`config.mk`:
```
export PLATFORM = sky130hd
export DESIGN_NAME = mem_byte_sequencer
export DESIGN_NICKNAME = d
export VERILOG_FILES = /design/src/rtl/mem_ctrl_pkg.sv /design/src/rtl/load_extender.sv /design/src/rtl/mem_byte_sequencer.sv
export SDC_FILE = /design/constraint.sdc
export NUM_CORES = 1
export LEC_CHECK = 0
export ABC_CLOCK_PERIOD_IN_PS = 5100
export CAP_MARGIN = 20
export CORE_MARGIN = 3
export CORE_UTILIZATION = 25
export CTS_BUF_LIST = sky130_fd_sc_hd__clkbuf_16
export DETAILED_ROUTE_END_ITERATION = 8
export SLEW_MARGIN = 20
export SYNTH_ARGS = -nofsm -noshare
export SYNTH_HDL_FRONTEND = slang
export SYNTH_SLANG_ARGS = --single-unit
```
`constraint.sdc`:
```
create_clock -name clk -period 5.1 [get_ports clk]
set_clock_uncertainty 0.1 [all_clocks]
set_input_delay 0.51 -clock clk [delete_from_list [all_inputs] [get_ports clk]]
set_output_delay 0.51 -clock clk [all_outputs]
set_load 0.1 [all_outputs]
```
`src/rtl/mem_ctrl_pkg.sv`:
```
// Shared constants for the byte-wide memory sequencer: funct3 codes,
// error codes, FSM state encodings and small decode helpers.
package mem_ctrl_pkg;

    localparam logic [2:0] F3_B  = 3'b000;
    localparam logic [2:0] F3_H  = 3'b001;
    localparam logic [2:0] F3_W  = 3'b010;
    localparam logic [2:0] F3_BU = 3'b100;
    localparam logic [2:0] F3_HU = 3'b101;

    localparam logic [1:0] ERR_OK       = 2'b00;
    localparam logic [1:0] ERR_MISALIGN = 2'b01;
    localparam logic [1:0] ERR_RANGE    = 2'b10;
    localparam logic [1:0] ERR_FUNCT3   = 2'b11;

    typedef logic [2:0] state_t;

    localparam state_t ST_IDLE    = 3'd0;
    localparam state_t ST_ACCESS  = 3'd1;
    localparam state_t ST_CAPTURE = 3'd2;
    localparam state_t ST_DONE    = 3'd3;
    localparam state_t ST_FAULT   = 3'd4;

    // Stores only accept the signed-width codes; loads also take BU/HU.
    function automatic logic f3_legal(input logic is_store,
                                      input logic [2:0] f3);
        logic ok;
        case (f3)
            F3_B, F3_H, F3_W: ok = 1'b1;
            F3_BU, F3_HU:     ok = !is_store;
            default:          ok = 1'b0;
        endcase
        return ok;
    endfunction

    // Index of the last byte (n-1) for a legal funct3.
    function automatic logic [1:0] f3_last(input logic [2:0] f3);
        return (f3[1:0] == 2'b10) ? 2'd3 : {1'b0, f3[0]};
    endfunction

endpackage

```
`src/rtl/load_extender.sv`:
```
// Combinational sign/zero extension of assembled little-endian load bytes.
// Ports: funct3 (width/sign code), data_i (raw bytes), result_o (extended).
module load_extender
    import mem_ctrl_pkg::*;
(
    input  logic [2:0]  funct3,
    input  logic [31:0] data_i,
    output logic [31:0] result_o
);

    always_comb begin
        result_o = data_i;
        case (funct3)
            F3_B:    result_o = {{24{data_i[7]}}, data_i[7:0]};
            F3_H:    result_o = {{16{data_i[15]}}, data_i[15:0]};
            F3_BU:   result_o = {24'h0, data_i[7:0]};
            F3_HU:   result_o = {16'h0, data_i[15:0]};
            default: result_o = data_i;
        endcase
    end

endmodule

```
`src/rtl/mem_byte_sequencer.sv`:
```
// Splits RISC-V loads/stores into single-byte RAM cycles (little-endian),
// checks legality up front and extends load results.
// Ports: CPU side req/ready/we/funct3/addr/store_data/done/load_data/error;
//        RAM side mem_address/mem_write_data/mem_write_enable/mem_read_data.
module mem_byte_sequencer
    import mem_ctrl_pkg::*;
#(
    parameter int DEPTH_BYTES = 8192
) (
    input  logic        clk,
    input  logic        reset,
    input  logic        req,
    output logic        ready,
    input  logic        we,
    input  logic [2:0]  funct3,
    input  logic [31:0] addr,
    input  logic [31:0] store_data,
    output logic        done,
    output logic [31:0] load_data,
    output logic [1:0]  error,
    output logic [31:0] mem_address,
    output logic [7:0]  mem_write_data,
    output logic        mem_write_enable,
    input  logic [7:0]  mem_read_data
);

    state_t      state_q, state_d;
    logic [1:0]  idx_q, idx_d;
    logic [1:0]  last_q, last_d;
    logic        we_q, we_d;
    logic [2:0]  f3_q, f3_d;
    logic [31:0] addr_q, addr_d;
    logic [31:0] wdata_q, wdata_d;
    logic [31:0] bytes_q, bytes_d;
    logic [31:0] load_q, load_d;
    logic [1:0]  err_q, err_d;

    logic        accept;
    logic [1:0]  req_last;
    logic        req_bad;
    logic        req_mis;
    logic        req_range;
    logic [32:0] req_end;
    logic [31:0] cap_bytes;
    logic [31:0] ext_result;

    assign accept   = req && (state_q == ST_IDLE);
    assign req_last = f3_last(funct3);
    assign req_bad  = !f3_legal(we, funct3);
    assign req_mis  = ((funct3[1:0] == 2'b01) && addr[0])
                   || ((funct3[1:0] == 2'b10) && (addr[1:0] != 2'b00));
    // 33-bit sum keeps addresses near 0xFFFFFFFF from wrapping into range.
    assign req_end   = {1'b0, addr} + {31'b0, req_last};
    assign req_range = req_end >= 33'(DEPTH_BYTES);

    // Final byte arrives in CAPTURE; merge it before extension.
    always_comb begin
        cap_bytes = bytes_q;
        cap_bytes[{last_q, 3'b000} +: 8] = mem_read_data;
    end

    load_extender u_ext (
        .funct3   (f3_q),
        .data_i   (cap_bytes),
        .result_o (ext_result)
    );

    always_comb begin
        state_d = state_q;
        idx_d   = idx_q;
        last_d  = last_q;
        we_d    = we_q;
        f3_d    = f3_q;
        addr_d  = addr_q;
        wdata_d = wdata_q;
        bytes_d = bytes_q;
        load_d  = load_q;
        err_d   = err_q;
        case (state_q)
            ST_IDLE: begin
                if (accept) begin
                    idx_d   = 2'd0;
                    last_d  = req_last;
                    we_d    = we;
                    f3_d    = funct3;
                    addr_d  = addr;
                    wdata_d = store_data;
                    bytes_d = 32'h0;
                    load_d  = 32'h0;
                    err_d   = ERR_OK;
                    state_d = ST_FAULT;
                    if (req_bad)        err_d = ERR_FUNCT3;
                    else if (req_mis)   err_d = ERR_MISALIGN;
                    else if (req_range) err_d = ERR_RANGE;
                    else                state_d = ST_ACCESS;
                end
            end
            ST_ACCESS: begin
                // Read data lags the address by one cycle: byte i-1 lands now.
                if (!we_q && (idx_q != 2'd0))
                    bytes_d[{idx_q - 2'd1, 3'b000} +: 8] = mem_read_data;
                if (idx_q == last_q)
                    state_d = we_q ? ST_DONE : ST_CAPTURE;
                else
                    idx_d = idx_q + 2'd1;
            end
            ST_CAPTURE: begin
                bytes_d = cap_bytes;
                load_d  = ext_result;
                state_d = ST_DONE;
            end
            default: state_d = ST_IDLE;
        endcase
    end

    always_ff @(posedge clk) begin
        if (reset) begin
            state_q <= ST_IDLE;
            idx_q   <= 2'd0;
            last_q  <= 2'd0;
            we_q    <= 1'b0;
            f3_q    <= 3'd0;
            addr_q  <= 32'h0;
            wdata_q <= 32'h0;
            bytes_q <= 32'h0;
            load_q  <= 32'h0;
            err_q   <= ERR_OK;
        end else begin
            state_q <= state_d;
            idx_q   <= idx_d;
            last_q  <= last_d;
            we_q    <= we_d;
            f3_q    <= f3_d;
            addr_q  <= addr_d;
            wdata_q <= wdata_d;
            bytes_q <= bytes_d;
            load_q  <= load_d;
            err_q   <= err_d;
        end
    end

    assign ready     = (state_q == ST_IDLE);
    assign done      = (state_q == ST_DONE) || (state_q == ST_FAULT);
    assign load_data = load_q;
    assign error     = err_q;

    // Strobe is also gated by reset so an aborting store never writes
    // the byte addressed in the cycle reset is raised.
    always_comb begin
        mem_address      = 32'h0;
        mem_write_data   = 8'h0;
        mem_write_enable = 1'b0;
        if (state_q == ST_ACCESS) begin
            mem_address = addr_q + {30'b0, idx_q};
            if (we_q) begin
                mem_write_data   = wdata_q[{idx_q, 3'b000} +: 8];
                mem_write_enable = !reset;
            end
        end
    end

endmodule

```
==> results of run 1 <==
layout by cell type, fill, tap and decap left out, drive strengths merged, types with 12 or more instances in the layout:
master | netlist | routed
a22oi | 48 | 48
xnor2 | 12 | 12
inv | 11 | 16
nor2b | 23 | 23
nand2 | 190 | 190
nand3 | 17 | 17
xor2 | 27 | 27
and3 | 14 | 14
ha | 15 | 15
clkdlybuf4s50 | 0 | 131
a21oi | 124 | 124
clkbuf | 50 | 17
o22ai | 18 | 18
buf | 7 | 33
nand4 | 17 | 17
dfxtp | 141 | 141
nor2 | 117 | 117
o21ai | 19 | 19
flip-flops by register name, summed over array words and instances, names as in the netlist:
| register | count |
|---|---|
| load_data | 32 |
| error | 2 |
| idx_q | 2 |
| addr_q | 32 |
| we_q | 1 |
| bytes_q | 32 |
| last_q | 2 |
| f3_q | 3 |
| wdata_q | 32 |
| state_q | 3 |
stage by stage:
step	utilization, %	hold WS (ps)
detailed placement	31.9	338
global placement	31.9	334
global route	33.8	370
finish	33.8	346
CTS	33.8	346
floorplan	-	327
cell type report:
| cell class | count | area (µm²) |
|---|---|---|
| timing repair buffer | 164 | 1560 |
| sequential | 141 | 2820 |
| tap | 384 | 480 |
| inverter | 11 | 41.3 |
| clock inverter | 14 | 133 |
| fill | 3108 | 19300 |
| clock buffer | 17 | 425 |
| multi-input combinational | 759 | 4370 |
routing by layer:
metal  track usage (%)  routed length, µm  vias to the layer above
met5                 0                  0                        -
met4              3.90                405                        0
met3              3.83               1620                       30
met2              24.8              11600                      263
met1              20.7              11200                     3546
li1                  -                  -                     3643
cells by family (layout without fill, tap and decap cells):
kind of cell               count (synthesis)  after routing  synth area share [%]
and+or+nand+nor                          438            438                  27.0
AOI/OAI and AO/OA                        254            254                  21.2
DFF                                      141            141                  37.8
buffers and inverters                     68            206                  3.74
xor gates and xnor gates                  39             39                  4.58
adders and majority gates                 17             17                  2.93
muxes                                     11             11                  2.82
critical path, delay by kind of cell, from the launching register on:
kind | cells | cell delay, ps
buffers and inverters | 2 | 610
AND/OR/NAND/NOR | 6 | 1500
XOR/XNOR | 1 | 150
adder cells (fa/ha/maj) | 2 | 470
flip-flops | 1 | 300
worst max path at each step:
| stage | from | slack, ps | to | depth (start not counted) |
|---|---|---|---|---|
| after floorplan | idx_q[0]$_SDFFE_PP0P_ | 1120 | mem_address[28] | 9 |
| after global placement | idx_q[0]$_SDFFE_PP0P_ | 1520 | mem_address[28] | 11 |
| after detailed placement | idx_q[0]$_SDFFE_PP0P_ | 1450 | mem_address[28] | 11 |
| after CTS | idx_q[0]$_SDFFE_PP0P_ | 1000 | mem_address[28] | 11 |
| after global routing | idx_q[0]$_SDFFE_PP0P_ | 770 | mem_address[28] | 11 |
| final | idx_q[0]$_SDFFE_PP0P_ | 1050 | mem_address[28] | 11 |
where the power goes:
part	switching [mW]	internal (mW)	total [mW]
clock	0.505	0.710	1.21
combinational	0.193	0.126	0.319
sequential	0.0372	1.14	1.18
total	0.735	1.97	2.71
==> metrics.md, run 1 <==
| Metric | Value |
|---|---|
| Status | `completed` |
| GRT Overall Usage | `15.4%` |
| Clock tree from TritonCTS | `built` |
| Cells after DPL | `1459` |
| CTS clk-pin slew, worst paths | `60 ps` |
| Slowest-stage cell, CP | `nor3_1` |
| Hold Path Origin | `bytes_q[13]$_SDFFE_PP0P_` |
| Crit-path max cell delay | `630 ps` |
| N_diodes | `0` |
| Synth Instances | `968` |
| Synth top area share | `37.8%` |
| Core Area | `0.0291 mm²` |
| Wire length per cell | `16.7 µm` |
| Hold path endpoint | `bytes_q[13]$_SDFFE_PP0P_` |
| Final-stage net count | `1189` |
| Clk sinks | `141` |
| Rows | `62` |
| Flop-to-flop setup slack | `1630 ps` |
| Largest net degree at the start of global routing | `74` |
| Crit share post-route | `79.5%` |
| CP arrival | `3440 ps` |
| Root Driver | `clkbuf_16` |
| Post-synthesis cell area | `0.00746 mm²` |
| Post_cts resized | `0` |
| Synth area leaders | `dfxtp_1 (38%), nand2_1 (9.6%), a21oi_1 (8.3%), nor2_1 (5.9%), a22oi_1 (4.8%)` |
| Final hold viol count | `0` |
| Starting DRT DRC Count | `571` |
| Post-CTS setup buffer count | `0` |
| Drt pass-1 iters | `5` |
| Leading area contributor after synthesis | `dfxtp_1` |
| Hold Crit Class | `flop to flop` |
| Clk Latency, worst-skew pair | `420 ps` |
| Initial Util | `25.7%` |
| Syn avg cell area | `7.71 µm²` |
| Share of cells above drive strength 1 | `8.68%` |
| Port bufs | `155` |
| Ports | `156` |
| Number of global-route vias before repair | `7069` |
| Setup ws final | `1050 ps` |
| Routed Antenna Nets | `0` |
| Routability cong. | `0.836` |
| Async SR Flop Fraction | `0%` |
| Syn nets | `1063` |
| Max IR drop VDD | `0.202 mV` |
| Top cells by instance count after synthesis | `nand2_1 (190), dfxtp_1 (141), a21oi_1 (124)` |
| Max_slew headroom | `28.8%` |
| Final number of setup-violating endpoints | `0` |
| Max Cap Viol | `0` |
| Required @ worst endpoint | `4490 ps` |
| Power Dens Cells | `276 mW/mm²` |
| Final min period | `4050 ps` |
| Distinct cells, synth | `63` |
| Yosys warnings | `0` |
| Cell Count, Final, Fillers Out | `1490` |
| Hold buffers post-CTS | `0` |
| Final Max Slew Viols | `0` |
| Die Y | `179 µm` |
| Final wirelength | `24800 µm` |
| Ys flop type | `dfxtp_1` |
| Endpoint class of the critical path | `primary output` |
| Crit-path cells | `buf_4 > ha_1 > fa_1 > and4_1 > nand2_1 > nor3_1 > and3_1 > nand2_1 > xor2_1 > nor2_1 > buf_4` |
| Leak Pwr | `3.43 nW` |
| Fmax | `0.247 GHz` |
| Worst Tran Pin Value | `1060 ps` |
| DP Area | `0.00927 mm²` |
| Die ar. | `0.0320 mm²` |
| Synthesis-to-finish area growth | `31.7%` |
| Seq/Total Area, Yosys | `37.8%` |
| Worst r2r src | `last_q[0]$_SDFFE_PP0P_` |
| Finished Cell Area | `0.00983 mm²` |
| Depth of the CTS H-tree | `4` |
| Yosys reg bits | `141` |
| Bufs on Longest Clock Path | `2` |
| EDFF count, synth | `0` |
| Vias per inst | `5.02` |
| CP Launch Type | `flop` |
| CTS Buf Count | `17` |
| CP Class | `flop to primary output` |
| First-pass GRT wire length | `38600 µm` |
| R2R Path End | `load_data[28]$_SDFFE_PP0P_` |
| Initial antenna violation count | `0` |
| Worst-path fanout max | `17` |
| Hpwl dp | `17700 µm` |
| Post-place setup slack | `1450 ps` |
| Count leader, synth | `nand2_1` |
| Drt drc | `0` |
| Power Total | `2.71 mW` |
| Global route total overflow | `0` |
| Hold path cells | `2` |
| FF-to-FF path depth | `8` |
| Setup TNS | `0 ps` |
| Vias | `7482` |
| Die width | `179 µm` |
| RSZ-0062 raised after global routing | `false` |
(Power assumes the default switching activity.)
==> run 2, diff against run 1 <==
--- a/config.mk
+++ b/config.mk
@@ -5,7 +5,7 @@
 export SDC_FILE = /design/constraint.sdc
 export NUM_CORES = 1
 export LEC_CHECK = 0
-export ABC_CLOCK_PERIOD_IN_PS = 5100
+export ABC_CLOCK_PERIOD_IN_PS = 3900
 export CAP_MARGIN = 20
 export CORE_MARGIN = 3
 export CORE_UTILIZATION = 25
==> constraint.sdc (replaced) <==
create_clock -name clk -period 3.9 [get_ports clk]
set_clock_uncertainty 0.1 [all_clocks]
set_input_delay 0.39 -clock clk [delete_from_list [all_inputs] [get_ports clk]]
set_output_delay 0.39 -clock clk [all_outputs]
set_load 0.1 [all_outputs]
==> run 2 against run 1 <==
  * Critical path depth shrank 2
  * Critical path type unchanged
  * Global-route usage shrank 0.36 points
  * Power grew 31%
  * Largest cell class unchanged
  * Largest power group unchanged
  * Core utilization grew 0.91 points
==> metrics.md, run 2 (same netlist as run 1, synthesis figures left out) <==
| Metric | Value |
|---|---|
| Core Area | `0.0291 mm² (unchanged)` |
| Starting DRT DRC Count | `443 (-22%)` |
| Endpoint class of the critical path | `primary output` |
| Vias per inst | `4.91 (-2.2%)` |
| Final number of setup-violating endpoints | `0 (unchanged)` |
| Depth of the CTS H-tree | `4 (unchanged)` |
| Commonest cells after routing, fill and taps aside | `nand2_1 (189), dfxtp_1 (141), a21oi_1 (124)` |
| Max_slew headroom | `31.7% (+2.9 points)` |
| Vias | `7339 (-1.9%)` |
| Sw Share | `27.1% (about the same)` |
| Commonest non-fill, non-tap cell in the layout | `nand2_1` |
| Drt drc | `0 (unchanged)` |
| DP Area | `0.00952 mm² (+2.7%)` |
| Share of cells above drive strength 1 | `10.9% (+2.2 points)` |
| Seq pwr share | `43.1% (-0.3 points)` |
| NetSw | `966 µW (+31%)` |
| Worst Tran Pin Value | `1020 ps (-41.2 ps)` |
| Clk Latency, worst-skew pair | `420 ps (about the same)` |
| Global route total overflow | `0 (unchanged)` |
| Max IR drop VDD | `0.280 mV (+38%)` |
| Clock network power share | `45.2% (+0.4 points)` |
| Post-Route Utilization | `34.7% (+0.91 points)` |
| Fillers | `3068 (-1.3%)` |
| Die width | `179 µm (unchanged)` |
| CP Launch Type | `flop` |
| Clock tree from TritonCTS | `built` |
| CP arrival | `2920 ps (-520 ps)` |
| CTS Buf Count | `17 (unchanged)` |
| Largest net degree at the start of global routing | `75 (+1.4%)` |
| Setup ws final | `495 ps (-553 ps)` |
| RSZ-0062 raised after global routing | `false` |
| Ports | `156 (unchanged)` |
| Int Pwr | `2.59 mW (+31%)` |
| Power Dens Cells | `353 mW/mm² (+28%)` |
| Drt pass-1 iters | `5 (unchanged)` |
| Finished Cell Area | `0.0101 mm² (+2.7%)` |
| Required @ worst endpoint | `3410 ps (-1080 ps)` |
| Gate power share | `11.7% (about the same)` |
| Clk sinks | `141 (unchanged)` |
| Initial antenna violation count | `1 (+1)` |
| Routability cong. | `0.844 (+0.88%)` |
| Number of global-route vias before repair | `6980 (-1.3%)` |
| Hpwl dp | `17300 µm (-2.7%)` |
| Status | `completed` |
| Die Y | `179 µm (unchanged)` |
| Root Driver | `clkbuf_16` |
| Hold WS | `348 ps (+1.24 ps)` |
| Routed Antenna Nets | `0 (unchanged)` |
| Die ar. | `0.0320 mm² (unchanged)` |
| Final Max Slew Viols | `0 (unchanged)` |
| Synthesis-to-finish area growth | `35.2%` |
| Post-CTS setup buffer count | `0 (unchanged)` |
| Max Cap Viol | `0 (unchanged)` |
| GRT Overall Usage | `15.1% (-0.36 points)` |
| Port bufs | `155 (unchanged)` |
| Wire length per cell | `16.3 µm (-2.2%)` |
| Crit share post-route | `87.3%` |
| Fmax | `0.294 GHz` |
| Post_cts resized | `0 (unchanged)` |
| Hold Crit Class | `flop to flop` |
| CP Class | `flop to primary output` |
| Post-place setup slack | `391 ps (-1060 ps)` |
| Final wirelength | `24400 µm (-1.9%)` |
| First-pass GRT wire length | `38000 µm (-1.6%)` |
| Initial Util | `25.7% (unchanged)` |
| CTS clk-pin slew, worst paths | `60 ps (about the same)` |
| Rows | `62 (unchanged)` |
| Final min period | `3410 ps` |
| Bufs on Longest Clock Path | `2 (unchanged)` |
| Leak Pwr | `3.54 nW (+3.2%)` |
| Setup TNS | `0 ps (unchanged)` |
| N_diodes | `0 (unchanged)` |
| Final hold viol count | `0 (unchanged)` |
| Final-stage net count | `1192 (+0.25%)` |
| Worst-path fanout max | `5 (-12)` |
| Hold buffers post-CTS | `0 (unchanged)` |
## run 2: final cells by class
class	count	area (µm²)	area share (%)
multi-input combinational	759	4370	43.3
sequential	141	2820	28.0
clock buffer	17	425	4.21
inverter	11	41.3	0.409
clock inverter	15	148	1.46
timing repair buffer	167	1810	17.9
tap	384	480	4.76
## run 2: worst max-delay path, stage by stage, from the launching register on
cell and delay (ps):
dfxtp_1 350, ha_1 290, a21o_1 190, nand3_1 230, nor3_1 470, and3_1 290
nand3_1 110, xor2_1 160, nor2_1 190, buf_12 210
## run 2: metrics by stage
step	total power [mW]	cells
2_1_floorplan	1.79	968
3_3_place_gp	1.98	1462
3_5_place_dp	1.98	1462
5_1_grt	3.71	1494
4_1_cts	3.60	1494
6_report	3.56	1494
## run 2: layer usage
layer	global-route usage, %	vias up	wire, µm
li1	-	3637	-
met1	20.1	3479	11200
met2	24.3	191	11400
met3	3.22	30	1350
met4	4.55	2	400
met5	0	-	13
## run 2: power by group through the flow
stage | registers (mW) | logic [mW] | clock network (mW)
after floorplan | 1.56 | 0.230 | 0
after global placement | 1.57 | 0.414 | 0
after detailed placement | 1.57 | 0.416 | 0
after CTS | 1.54 | 0.417 | 1.65
after global routing | 1.54 | 0.453 | 1.71
final | 1.54 | 0.415 | 1.61
## run 2: path summary, 6_finish.rpt
kind	start	to	depth (start not counted)	slack (ps)
hold reg to reg	bytes_q[8]$_SDFFE_PP0P_	bytes_q[8]$_SDFFE_PP0P_	2	350
setup / recovery	idx_q[1]$_SDFFE_PP0P_	mem_address[29]	9	490
hold / removal	bytes_q[8]$_SDFFE_PP0P_	bytes_q[8]$_SDFFE_PP0P_	2	350
setup reg to reg	last_q[0]$_SDFFE_PP0P_	load_data[29]$_SDFFE_PP0P_	10	990
==> run 3, diff against run 2 <==
--- a/config.mk
+++ b/config.mk
@@ -10,7 +10,9 @@
 export CORE_MARGIN = 3
 export CORE_UTILIZATION = 25
 export CTS_BUF_LIST = sky130_fd_sc_hd__clkbuf_16
+export CTS_CLUSTER_DIAMETER = 80
 export DETAILED_ROUTE_END_ITERATION = 8
+export GPL_ROUTABILITY_DRIVEN = 0
 export SLEW_MARGIN = 20
 export SYNTH_ARGS = -nofsm -noshare
 export SYNTH_HDL_FRONTEND = slang
==> run 3 against run 2 <==
  * Non-clock buffer count decreased by 1
  * Global-route usage increased by 0.34 points
  * Largest power group unchanged
  * Sequential power is essentially flat
  * Largest cell class unchanged
==> metrics.md, run 3 (same netlist as run 1, synthesis figures left out) <==
| Metric | Value |
|---|---|
| Status | `completed` |
| Die ar. | `0.0320 mm² (unchanged)` |
| Routed Antenna Nets | `0 (unchanged)` |
| Commonest non-fill, non-tap cell in the layout | `nand2_1` |
| Clk sinks | `141 (unchanged)` |
| Vias | `7471 (+1.8%)` |
| Number of global-route vias before repair | `7150 (+2.4%)` |
| Initial antenna violation count | `0 (-1)` |
| Crit-path max cell delay | `430 ps (-40 ps)` |
| Hold path endpoint | `bytes_q[12]$_SDFFE_PP0P_` |
| Hold WS | `347 ps (-0.511 ps)` |
| Clock tree from TritonCTS | `built` |
| RSZ-0062 raised after global routing | `false` |
| Max IR drop VDD | `0.279 mV (-0.11%)` |
| Endpoint class of the critical path | `primary output` |
| Hpwl dp | `17400 µm (+0.63%)` |
| Hold Path Origin | `bytes_q[12]$_SDFFE_PP0P_` |
| Starting DRT DRC Count | `555 (+25%)` |
| FF-to-FF path depth | `10 (unchanged)` |
| Ports | `156 (unchanged)` |
| Root Driver | `clkbuf_16` |
| Port bufs | `155 (unchanged)` |
| Final hold viol count | `0 (unchanged)` |
| Vias per inst | `5.00 (+1.9%)` |
| Max Cap Viol | `0 (unchanged)` |
| CTS clk-pin slew, worst paths | `60 ps (about the same)` |
| Final wirelength | `24600 µm (+0.95%)` |
| GRT Overall Usage | `15.4% (+0.34 points)` |
| Fillers | `3044 (-0.78%)` |
| Rows | `62 (unchanged)` |
| Hold buffers post-CTS | `0 (unchanged)` |
| Drt pass-1 iters | `5 (unchanged)` |
| Crit share post-route | `84.8% (-2.5 points)` |
| Worst-path fanout max | `5 (unchanged)` |
| Crit-path cells | `ha_1 > a21o_1 > nand3_1 > nor3_1 > and3_1 > nand3_1 > xor2_1 > nor2_1 > buf_12` |
| Fmax | `0.302 GHz (+3.0%)` |
| Final Max Slew Viols | `0 (unchanged)` |
| Final number of setup-violating endpoints | `0 (unchanged)` |
| Bufs on Longest Clock Path | `2 (unchanged)` |
| Global route total overflow | `0 (unchanged)` |
| Most frequent CP cell | `nand3_1` |
| Drt drc | `0 (unchanged)` |
| Commonest cells after routing, fill and taps aside | `nand2_1 (189), dfxtp_1 (141), a21oi_1 (124)` |
| Clk Latency, worst-skew pair | `420 ps (about the same)` |
| Post-CTS setup buffer count | `0 (unchanged)` |
| Die Y | `179 µm (unchanged)` |
| Post_cts resized | `0 (unchanged)` |
| Required @ worst endpoint | `3410 ps (about the same)` |
| Power Dens Cells | `348 mW/mm² (-1.3%)` |
| Setup TNS | `0 ps (unchanged)` |
| R2R Path End | `load_data[25]$_SDFFE_PP0P_` |
| First-pass GRT wire length | `38600 µm (+1.7%)` |
| N_diodes | `0 (unchanged)` |
| Largest net degree at the start of global routing | `92 (+23%)` |
| Final min period | `3310 ps (-97.6 ps)` |
| CP Launch Type | `flop` |
| Flop-to-flop setup slack | `1000 ps (about the same)` |
| Initial Util | `25.7% (unchanged)` |
| CP Class | `flop to primary output` |
| Hold Crit Class | `flop to flop` |
| Synthesis-to-finish area growth | `35.0%` |
| CP arrival | `2820 ps (-100 ps)` |
| Die width | `179 µm (unchanged)` |
| CTS Buf Count | `17 (unchanged)` |
| Leak Pwr | `3.53 nW (-0.24%)` |
| Final-stage net count | `1191 (-0.084%)` |
| Worst Tran Pin Value | `1010 ps (-13.3 ps)` |
| Worst r2r src | `last_q[0]$_SDFFE_PP0P_` |
| Core Area | `0.0291 mm² (unchanged)` |
| Hold path cells | `2 (unchanged)` |
| Slowest-stage cell, CP | `nor3_1` |
| Max_slew headroom | `32.6% (+0.89 points)` |
| Share of cells above drive strength 1 | `10.7% (-0.17 points)` |
| Wire length per cell | `16.5 µm (+1.0%)` |
| Depth of the CTS H-tree | `4 (unchanged)` |
-- run 3: cell count changes in the layout (fill, tap and decap cells not counted), sizes merged --
cell / previous run / this run
inv: 14 / 16
buf: 55 / 54
bufinv: 2 / 1
clkinv: 6 / 5
-- run 3: power by group --
part / internal [mW] / switching [mW] / leakage, nW
clock network: 0.875 / 0.678 / 0.266
registers: 1.49 / 0.0474 / 1.15
logic: 0.167 / 0.253 / 2.11
total: 2.53 / 0.978 / 3.53
-- run 3: critical path: cells and delay by family, from the launching register on --
kind                     cells  cell delay [ps]
AO/OA/AOI/OAI                1              200
XOR/XNOR                     1              150
adder cells (fa/ha/maj)      1              280
buffers and inverters        1              210
flip-flops                   1              340
AND/OR/NAND/NOR              5             1210
-- run 3: how the worst max path moves through the flow --
stage	to	cells after the start	slack (ps)	start
global route	mem_address[29]	9	270	idx_q[1]$_SDFFE_PP0P_
detailed placement	error[1]$_SDFFE_PP0P_	11	470	funct3[1]
CTS	mem_address[30]	11	560	idx_q[0]$_SDFFE_PP0P_
global placement	error[1]$_SDFFE_PP0P_	11	580	funct3[1]
finish	mem_address[29]	9	590	idx_q[1]$_SDFFE_PP0P_
floorplan	mem_address[28]	9	40	idx_q[0]$_SDFFE_PP0P_
-- run 3: layer usage --
metal,track usage [%],vias to the layer above,share of wire [%]
li1,-,3645,-
met1,20.5,3537,44
met2,24.7,262,47
met3,3.75,27,6.9
met4,4.61,0,1.7
met5,0,-,0
-- run 3: layout make-up --
| type | instances | area, µm² | area share, % |
|---|---|---|---|
| Tap cell | 384 | 480 | 4.77 |
| Clock buffer | 17 | 425 | 4.22 |
| Timing Repair Buffer | 166 | 1810 | 18.0 |
| Sequential cell | 141 | 2820 | 28.0 |
| Multi-Input combinational cell | 759 | 4370 | 43.3 |
| Inverter | 11 | 41.3 | 0.410 |
| Clock inverter | 15 | 125 | 1.24 |
-- run 3: per-stage QoR --
step | worst slack (ps) | utilization [%] | instances | instance area (µm²) | power, mW
floorplan | 36.6 | - | 968 | 7460 | 1.79
global placement | 579 | 32.7 | 1461 | 9530 | 1.98
detailed placement | 466 | 32.7 | 1461 | 9530 | 1.99
CTS | 563 | 34.6 | 1493 | 10100 | 3.55
global route | 272 | 34.6 | 1493 | 10100 | 3.65
finish | 592 | 34.6 | 1493 | 10100 | 3.51
